$ cat config.mk
export PLATFORM = sky130hd
export DESIGN_NAME = tlb_maint_unit
export DESIGN_NICKNAME = d
export VERILOG_FILES = /design/src/rtl/tlb_maint_unit.sv
export SDC_FILE = /design/constraint.sdc
export NUM_CORES = 1
export LEC_CHECK = 0
export CORE_AREA = 5 5 178 180
export DETAILED_ROUTE_END_ITERATION = 8
export DIE_AREA = 0 0 183 185
export GPL_TIMING_DRIVEN = 0
export PLACE_DENSITY = 0.85
export SYNTH_ARGS = -nofsm -noshare
export SYNTH_HDL_FRONTEND = slang
export SYNTH_SLANG_ARGS = --single-unit
export TNS_END_PERCENT = 1
$ cat constraint.sdc
create_clock -name clk -period 5.9 [get_ports clk]
set_clock_uncertainty 0.05 [all_clocks]
set_input_delay 1.18 -clock clk [delete_from_list [all_inputs] [get_ports clk]]
set_output_delay 1.18 -clock clk [all_outputs]
set_load 0.05 [all_outputs]
$ cat src/rtl/tlb_maint_unit.sv
// tlb_maint_unit: executes the CP0 TLB instructions TLBP/TLBR/TLBWI/TLBWR
// against the tlb array. It drives the tlb write port, scans the tlb read
// port, owns the Random register and, optionally, the post-reset
// invalidation sweep. One command in flight; multi-cycle.
//
// Build option: define TLB_INIT_EN to sweep all entries to zero after reset
// (TLB_ENTRIES cycles, cmd_ready low). Without it the unit comes out of reset
// idle and software must invalidate the array.
//
// Ports:
//   clk, rst                  clock, synchronous active-high reset
//   cmd_valid/cmd_ready       command handshake (ready only when idle)
//   cmd_op                    00 TLBP, 01 TLBR, 10 TLBWI, 11 TLBWR
//   cp0_index, cp0_wired      Index and Wired registers
//   cp0_mask, cp0_entryhi,
//   cp0_entrylo0/1            PageMask[24:13], EntryHi, EntryLo0/1 operands
//   cp0_random                Random register
//   done                      one-cycle completion pulse
//   probe_hit, probe_idx      TLBP result (held until next TLBP)
//   rd_mask, rd_entryhi,
//   rd_entrylo0/1             TLBR result (held until next TLBR)
//   tlb_wen, tlb_widx, tlb_w* tlb write port
//   tlb_ridx, tlb_r*          tlb read port, data returns one cycle later
module tlb_maint_unit #(
  parameter int TLB_ENTRIES = 32,
  parameter int IDX_W       = 5
) (
  input  logic             clk,
  input  logic             rst,
  input  logic             cmd_valid,
  output logic             cmd_ready,
  input  logic [1:0]       cmd_op,
  input  logic [IDX_W-1:0] cp0_index,
  input  logic [IDX_W-1:0] cp0_wired,
  input  logic [11:0]      cp0_mask,
  input  logic [31:0]      cp0_entryhi,
  input  logic [31:0]      cp0_entrylo0,
  input  logic [31:0]      cp0_entrylo1,
  output logic [IDX_W-1:0] cp0_random,
  output logic             done,
  output logic             probe_hit,
  output logic [IDX_W-1:0] probe_idx,
  output logic [11:0]      rd_mask,
  output logic [31:0]      rd_entryhi,
  output logic [31:0]      rd_entrylo0,
  output logic [31:0]      rd_entrylo1,
  output logic             tlb_wen,
  output logic [IDX_W-1:0] tlb_widx,
  output logic [11:0]      tlb_wmask,
  output logic [31:0]      tlb_wentryhi,
  output logic [31:0]      tlb_wentrylo0,
  output logic [31:0]      tlb_wentrylo1,
  output logic [IDX_W-1:0] tlb_ridx,
  input  logic [11:0]      tlb_rmask,
  input  logic [31:0]      tlb_rentryhi,
  input  logic [31:0]      tlb_rentrylo0,
  input  logic [31:0]      tlb_rentrylo1
);

  localparam logic [2:0] S_INIT  = 3'd0;
  localparam logic [2:0] S_IDLE  = 3'd1;
  localparam logic [2:0] S_WRITE = 3'd2;
  localparam logic [2:0] S_READ  = 3'd3;
  localparam logic [2:0] S_PROBE = 3'd4;

`ifdef TLB_INIT_EN
  localparam logic [2:0] S_RESET = S_INIT;
`else
  localparam logic [2:0] S_RESET = S_IDLE;
`endif

  localparam logic [1:0]       OP_TLBP  = 2'b00;
  localparam logic [1:0]       OP_TLBR  = 2'b01;
  localparam logic [1:0]       OP_TLBWI = 2'b10;
  localparam logic [1:0]       OP_TLBWR = 2'b11;
  localparam logic [IDX_W-1:0] LAST     = IDX_W'(TLB_ENTRIES - 1);
  localparam logic [IDX_W:0]   CNT_END  = (IDX_W+1)'(TLB_ENTRIES);

  logic [2:0]       state;
  logic [IDX_W:0]   cnt;        // sweep index / phase / probe cycle count
  logic [IDX_W-1:0] idx_q;
  logic [11:0]      mask_q;
  logic [31:0]      hi_q, lo0_q, lo1_q;
  logic [IDX_W-1:0] random_q;
  logic [11:0]      rmask_q;
  logic [31:0]      rhi_q, rlo0_q, rlo1_q;
  logic             hit_q;
  logic [IDX_W-1:0] pidx_q;

  logic             live;
  logic [18:0]      vmask;
  logic             match;
  logic             probe_end;
  logic             read_end;
  logic [IDX_W:0]   wired_p1;
  logic [IDX_W-1:0] match_idx;

  assign live      = ~rst;
  assign vmask     = ~{7'b0, tlb_rmask};
  assign match     = ((tlb_rentryhi[31:13] & vmask) == (hi_q[31:13] & vmask)) &&
                     ((tlb_rentrylo0[0] & tlb_rentrylo1[0]) ||
                      (tlb_rentryhi[7:0] == hi_q[7:0]));
  // During PROBE, cnt==k+1 means read data for entry k is on the port.
  assign match_idx = IDX_W'(cnt - (IDX_W+1)'(1));
  assign probe_end = (state == S_PROBE) && (cnt != '0) && (match || cnt == CNT_END);
  assign read_end  = (state == S_READ) && (cnt != '0);
  assign wired_p1  = {1'b0, cp0_wired} + (IDX_W+1)'(1);

  assign cmd_ready  = live && (state == S_IDLE);
  assign done       = live && ((state == S_WRITE) || read_end || probe_end);
  assign cp0_random = random_q;

  assign tlb_wen       = live && ((state == S_INIT) || (state == S_WRITE));
  assign tlb_widx      = (state == S_WRITE) ? idx_q :
                         (state == S_INIT)  ? cnt[IDX_W-1:0] : '0;
  assign tlb_wmask     = (state == S_WRITE) ? mask_q : '0;
  assign tlb_wentryhi  = (state == S_WRITE) ? hi_q   : '0;
  assign tlb_wentrylo0 = (state == S_WRITE) ? lo0_q  : '0;
  assign tlb_wentrylo1 = (state == S_WRITE) ? lo1_q  : '0;
  assign tlb_ridx      = (state == S_READ)  ? idx_q  :
                         (state == S_PROBE) ? cnt[IDX_W-1:0] : '0;

  // Results are visible in the done cycle by bypassing the read port; the
  // registered copies hold them afterwards.
  assign rd_mask     = (live && read_end) ? tlb_rmask     : rmask_q;
  assign rd_entryhi  = (live && read_end) ? tlb_rentryhi  : rhi_q;
  assign rd_entrylo0 = (live && read_end) ? tlb_rentrylo0 : rlo0_q;
  assign rd_entrylo1 = (live && read_end) ? tlb_rentrylo1 : rlo1_q;
  assign probe_hit   = (live && probe_end) ? match : hit_q;
  assign probe_idx   = (live && probe_end) ? (match ? match_idx : '0) : pidx_q;

  always_ff @(posedge clk) begin
    if (rst) begin
      state    <= S_RESET;
      cnt      <= '0;
      idx_q    <= '0;
      mask_q   <= '0;
      hi_q     <= '0;
      lo0_q    <= '0;
      lo1_q    <= '0;
      random_q <= LAST;
      rmask_q  <= '0;
      rhi_q    <= '0;
      rlo0_q   <= '0;
      rlo1_q   <= '0;
      hit_q    <= 1'b0;
      pidx_q   <= '0;
    end else begin
      // Reload one step early so the sequence never lands on a wired entry.
      if ({1'b0, random_q} <= wired_p1) random_q <= LAST;
      else                              random_q <= random_q - IDX_W'(1);

      case (state)
        S_INIT: begin
          if (cnt[IDX_W-1:0] == LAST) begin
            state <= S_IDLE;
            cnt   <= '0;
          end else begin
            cnt <= cnt + (IDX_W+1)'(1);
          end
        end
        S_IDLE: begin
          if (cmd_valid) begin
            mask_q <= cp0_mask;
            hi_q   <= cp0_entryhi;
            lo0_q  <= cp0_entrylo0;
            lo1_q  <= cp0_entrylo1;
            cnt    <= '0;
            case (cmd_op)
              OP_TLBP:  state <= S_PROBE;
              OP_TLBR:  begin idx_q <= cp0_index; state <= S_READ;  end
              OP_TLBWI: begin idx_q <= cp0_index; state <= S_WRITE; end
              OP_TLBWR: begin idx_q <= random_q;  state <= S_WRITE; end
            endcase
          end
        end
        S_WRITE: state <= S_IDLE;
        S_READ: begin
          if (cnt == '0) begin
            cnt <= (IDX_W+1)'(1);
          end else begin
            rmask_q <= tlb_rmask;
            rhi_q   <= tlb_rentryhi;
            rlo0_q  <= tlb_rentrylo0;
            rlo1_q  <= tlb_rentrylo1;
            cnt     <= '0;
            state   <= S_IDLE;
          end
        end
        S_PROBE: begin
          if (probe_end) begin
            hit_q  <= match;
            pidx_q <= match ? match_idx : '0;
            cnt    <= '0;
            state  <= S_IDLE;
          end else begin
            cnt <= cnt + (IDX_W+1)'(1);
          end
        end
        default: state <= S_RESET;
      endcase
    end
  end

endmodule

==> impl_results.md, run 1 <==
- Slew Viols, Final: 0
- Largest net degree at the start of global routing: 14
- Initial antenna violation count: 2
- DIE HEIGHT: 185 um
- Synth area leader: dfxtp_1
- Final TNS setup: 0 ns
- Netlist cell types: 50
- Syn avg cell area: 8.02 sq um
- Critical Path Source Type: primary input
- DRC: 0
- First-pass GRT wire length: 66.8 mm
- Drt pass-1 iters: 5
- Total chip power: 5.62 mW
- Root Driver: clkbuf_16
- Reg power frac: 35.8%
- Async SR Flop Fraction: 0%
- R2r startpoint: cnt[0]$_SDFFE_PP0P_
- WHS Path Cells: 1
- Post-synth top area share: 41.9%
- Nets: 2,174
- Vias in the first global route: 12,200
- Primary FF master, synth: dfxtp_1
- Internal: 3.56 mW
- Required time of the critical path: 4.67 ns
- Synth area leaders: dfxtp_1 42%, nand2_1 15%, a21oi_1 9.8%, mux2_2 8.6%, and2_1 5.9%
- FP Rows: 64
- CTS tree: built
- Final cycle utilization of the critical path: 95.9%
- Setup CP Type: in2out
- Psw: 2.06 mW
- Full die area: 0.0339 sq mm
- PD cells: 320 mW/mm^2
- EDFF count, synth: 0
- Slew @ Worst Pin: 0.855 ns
- Buffers inserted by post-CTS timing repair: 0
- Min-Delay Startpoint: cp0_random[0]$_SDFF_PP1_
- CTS buffer count: 27
- Layout cells sized above 1: 9.68%
- Starting Density: 38.3%
- Clock Power Share: 29.7%
- Crit. Startpoint: tlb_rentryhi[3]
- Crit path max fanout: 8
- Worst hold-check path type: reg2reg
- Post-DP HPWL: 35.4 mm
- I/O Buffers: 467
- Placed Instance Area: 0.0167 sq mm
- IO Count: 471
- Area grow syn2layout: 52.6%
- GRT overflow: 0
- RSZ-0062 raised after global routing: false
- Htree depth: 1
- WL per Instance: 19.2 um
- #FFs+latches synth: 241
- R2R depth: 11
- Synth cell count leaders: 456 x nand2_1, 241 x dfxtp_1, 225 x a21oi_1, 109 x and2_1, 88 x mux2_2
- Slew margin rel.: 43.0%
- Routed vias/inst: 5.16
- Design area: 0.0176 sq mm
- Switching part of the total: 36.6%
- Minimum clock period: 5.66 ns
- LEAKAGE: 6.40 nW
- Final setup viols: 0
- GPL Wtd Cong: 0.894
- Count leader, synth: nand2_1
- Ys Warns: 0
- Arrival time at the worst endpoint: 4.43 ns
- Final antenna-violating net count: 0
- Post-Syn Nets: 1,678
- Critical path capture point type: output port
- Seq/Total Area, Yosys: 41.9%
- Peak VDD IR: 0.000266 V
- Total track usage: 24.7%
- Comb power frac: 34.5%
- Worst skew pair latency: 0.53 ns
- Core area: 0.0300 sq mm
- Hold buffers post-CTS: 0
- Count of final hold-check violations: 0
- End-of-flow core utilization: 58.5%
- Pre-CTS setup slack: -0.108 ns
- # clock sinks: 241
- Post-Syn Instances: 1,436
- Run status: finished clean
- Syn Std Cell Area: 0.0115 sq mm
- Max-Cap Viols: 0
- Initial DRC count: 669
- Clk slew on worst S/H paths: 0.06 ns
- Maximum clock insertion buffer count: 3
- Via count: 12,100
- Achievable frequency: 177 MHz
- Die X: 183 um
- WL final: 45.1 mm
- Final worst setup slack: 0.240 ns
[layout make-up]
class / count / area [sq um]
clock inverters: 12 / 125
well taps: 396 / 495
flip-flops and latches: 241 / 4820
multi-input cells: 1081 / 6190
diodes: 1 / 2.50
fillers: 2595 / 12500
plain buffers: 107 / 473
repair buffers: 467 / 4680
inverters: 7 / 26.3
clock buffers: 38 / 747
[flip-flops by register name (all words and copies together), names as in the netlist, 6 cells and up]
name,flops
rhi_q,32
cnt,6
lo0_q,32
hi_q,32
rlo0_q,32
rmask_q,12
mask_q,12
rlo1_q,32
lo1_q,32
[repair_timing]
item,4_1_cts,5_1_grt
gates resized for setup,1,1
setup endpoints to repair,1,1
pin swaps,0,1
[metrics by stage]
step | hold WS [ns] | instances
2_1_floorplan | 0.382 | 1436
3_3_place_gp | 0.362 | 2299
3_5_place_dp | 0.374 | 2299
4_1_cts | 0.388 | 2349
5_1_grt | 0.412 | 2350
6_report | 0.394 | 2350
[cell usage in the layout, fill, tap and decap left out, types with 6 or more instances in the layout]
| master | synthesis | routed |
|---|---|---|
| clkdlybuf4s50_1 | 0 | 466 |
| nand2_1 | 456 | 456 |
| dfxtp_1 | 241 | 241 |
| a21oi_1 | 225 | 224 |
| and2_1 | 109 | 109 |
| clkbuf_1 | 81 | 89 |
| mux2_2 | 88 | 88 |
| xnor2_1 | 30 | 30 |
| clkbuf_16 | 0 | 27 |
| nor2_1 | 25 | 25 |
| mux2_4 | 20 | 20 |
| buf_2 | 14 | 14 |
| ha_1 | 11 | 11 |
| o21ai_0 | 10 | 10 |
| nand3_1 | 10 | 10 |
| nor3_1 | 9 | 9 |
| a22o_1 | 8 | 8 |
| nand2b_1 | 8 | 8 |
| o22ai_1 | 8 | 8 |
| inv_1 | 7 | 7 |
| buf_6 | 6 | 6 |
| xor2_1 | 6 | 6 |
| clkinv_2 | 0 | 6 |
[kinds of logic (layout without fill, tap and decap cells)]
| group | Yosys count | count (layout) | synth area share (%) |
|---|---|---|---|
| multiplexers | 113 | 113 | 11.7 |
| buffers and inverters | 114 | 631 | 4.34 |
| AO/OA/AOI/OAI | 274 | 274 | 13.4 |
| other | 0 | 1 | 0 |
| adder cells (fa/ha/maj) | 11 | 11 | 1.20 |
| flip-flops | 241 | 241 | 41.9 |
| XOR/XNOR | 36 | 36 | 2.74 |
| AND/OR/NAND/NOR | 647 | 647 | 24.8 |
[power by group through the flow]
stage                     clock (mW)  sequential [mW]  combinational [mW]
final                           1.67             2.01                1.94
after global routing            1.78             2.04                2.08
after CTS                       1.70             2.01                1.94
after detailed placement           0             2.05                1.93
after global placement             0             2.03                1.89
after floorplan                    0             2.00                1.27
[worst paths after layout]
| path | endpoint | slack, ns |
|---|---|---|
| max | probe_idx[0] | 0.24 |
| min | cp0_random[0]$_SDFF_PP1_ | 0.39 |
| min reg2reg | cp0_random[0]$_SDFF_PP1_ | 0.39 |
| max reg2reg | rhi_q[8]$_SDFFE_PP0P_ | 2.53 |
[routing by layer]
| metal | vias up | routed length [um] | GRT usage, % |
|---|---|---|---|
| met1 | 5662 | 16800 | 27.7 |
| met4 | 0 | 2340 | 11.9 |
| met5 | - | 0 | 0 |
| li1 | 5750 | - | - |
| met2 | 587 | 21700 | 43.7 |
| met3 | 130 | 4160 | 6.66 |
[worst max-delay path: stages]
cell	delay [ns]
clkdlybuf4s50_1	0.54
xnor2_1	0.13
nand4_1	0.13
o21ai_0	0.47
nand4_1	0.50
nand2b_1	0.40
o2bb2ai_1	0.20
clkdlybuf4s50_1	0.87
No activity file was read; power rests on OpenSTA's default activity.
==> inputs of run 2 (changes only) <==
--- a/config.mk
+++ b/config.mk
@@ -10,6 +10,7 @@
 export DIE_AREA = 0 0 183 185
 export GPL_TIMING_DRIVEN = 0
 export PLACE_DENSITY = 0.85
+export SETUP_SLACK_MARGIN = 0.3
 export SYNTH_ARGS = -nofsm -noshare
 export SYNTH_HDL_FRONTEND = slang
 export SYNTH_SLANG_ARGS = --single-unit
==> impl_results.md, run 2 (same netlist as run 1, synthesis figures left out) <==
- WP buf/inv: 2
- Final antenna-violating net count: 0
- Final setup viols: 0
- CTS tree: built
- Top delay family on crit path: buffers and inverters
- Post-DP HPWL: 35.4 mm
- Sequential Area: 0.00482 sq mm
- Clk slew on worst S/H paths: 0.06 ns
- First-pass GRT wire length: 66.8 mm
- RSZ-0062 raised after global routing: true
- Required time of the critical path: 4.67 ns
- Pre-CTS setup slack: -0.108 ns
- Gr busiest metal: met2
- GRT overflow: 0
- Most frequent cells in the layout: 466 x clkdlybuf4s50_1, 456 x nand2_1, 241 x dfxtp_1, 224 x a21oi_1, 109 x and2_1
- IO Count: 471
- Maximum clock insertion buffer count: 3
- Met2 usage: 43.7%
- Achievable frequency: 177 MHz
- Via count: 12,100
- Design area: 0.0176 sq mm
- Critical path capture point type: output port
- Arrival time at the worst endpoint: 4.41 ns
- Drt pass-1 iters: 6
- # clock sinks: 241
- Final worst setup slack: 0.256 ns
- Crit path max fanout: 8
- Fill cell count: 2,595
- DRC: 0
- FP Rows: 64
- WL final: 45.1 mm
- LEAKAGE: 6.39 nW
- Worst-path cell chain: clkdlybuf4s50_1 -> xnor2_1 -> nand4_1 -> o21ai_0 -> nand4_1 -> nand2b_1 -> o2bb2ai_1 -> clkdlybuf4s50_1
- Starting Density: 38.3%
- Full die area: 0.0339 sq mm
- Critical Path Source Type: primary input
- Htree depth: 1
- GPL Wtd Cong: 0.894
- Met3 usage: 6.66%
- Worst hold-check path type: reg2reg
- Total track usage: 24.7%
- Count of final hold-check violations: 0
- I/O Buffers: 467
- Core area: 0.0300 sq mm
- Worst skew pair latency: 0.54 ns
- Initial DRC count: 687
- Nets: 2,174
- Worst path depth: 8
- Largest stage delay, worst path: 0.87 ns
- Minimum clock period: 5.64 ns
- Area grow syn2layout: 52.5%
- Max-Cap Viols: 0
- Largest net degree at the start of global routing: 14
- Run status: finished clean
- Final cycle utilization of the critical path: 95.7%
- WL per Instance: 19.2 um
- Vias in the first global route: 12,200
- Multi-input gate area: 0.00619 sq mm
- WHS Path Cells: 1
- Setup CP Type: in2out
- Slowest CP cell: clkdlybuf4s50_1
- Root Driver: clkbuf_16
- PD cells: 320 mW/mm^2
- Commonest non-fill, non-tap cell in the layout: clkdlybuf4s50_1
- Die X: 183 um
- Placed Instance Area: 0.0167 sq mm
- Total chip power: 5.62 mW
- DIE HEIGHT: 185 um
- Layout cells sized above 1: 9.68%
- Slew margin rel.: 42.3%
- Slew @ Worst Pin: 0.866 ns
- Routed vias/inst: 5.16
- Peak VDD IR: 0.000266 V
- Initial antenna violation count: 2
- R2R depth: 11
- Slew Viols, Final: 0
- CTS buffer count: 27
- GR Util met1: 27.7%
-- run 2: path summary, 6_finish.rpt --
kind	from	to	slack, ns
setup reg to reg	cnt[0]$_SDFFE_PP0P_	rhi_q[8]$_SDFFE_PP0P_	2.52
hold / removal	cp0_random[0]$_SDFF_PP1_	cp0_random[0]$_SDFF_PP1_	0.39
setup / recovery	tlb_rentryhi[3]	probe_idx[0]	0.26
hold reg to reg	cp0_random[0]$_SDFF_PP1_	cp0_random[0]$_SDFF_PP1_	0.39
-- run 2: report_power, final --
group	internal (mW)	total, mW	leakage (nW)	switching [mW]
clock	0.972	1.67	0.432	0.698
sequential	1.86	2.01	1.96	0.153
combinational	0.731	1.94	3.99	1.21
total	3.56	5.62	6.39	2.06
-- run 2: worst reg2reg max path: cells and delay by family, from the launching register on --
family,cells,cell delay [ns]
and+or+nand+nor,4,0.54
DFF,1,0.52
adders and majority gates,1,0.23
AOI/OAI and AO/OA,1,0.14
buffers and inverters,5,1.81
-- run 2: stage by stage --
stage | utilization [%] | hold slack, ns | TNS [ns] | std cells
after floorplan | - | 0.382 | 0 | 1436
after global placement | 55.5 | 0.362 | -0.110 | 2299
after detailed placement | 55.5 | 0.374 | -0.108 | 2299
after CTS | 58.5 | 0.388 | 0 | 2349
after global routing | 58.5 | 0.412 | 0 | 2350
final | 58.5 | 0.394 | 0 | 2350
-- run 2: cell type report --
type,instances,area share [%]
antenna,1,0.0143
buffer,107,2.69
clock buffer,38,4.25
clock inverter,12,0.713
inverter,7,0.150
multi-input combinational,1081,35.3
sequential,241,27.5
tap,396,2.82
timing repair buffer,467,26.6
-- run 2: repair_timing --
action                                  in CTS  in global routing
setup buffers                                0                  0
pin swaps                                    0                  0
resized for setup                            2                  0
hold buffers                                 0                  0
endpoints found under the setup margin       6                  7
-- run 2: routing by layer --
layer	vias up	part of all wire [%]
li1	5749	-
met1	5677	37
met2	579	48
met3	125	9.2
met4	0	5.0
met5	-	0
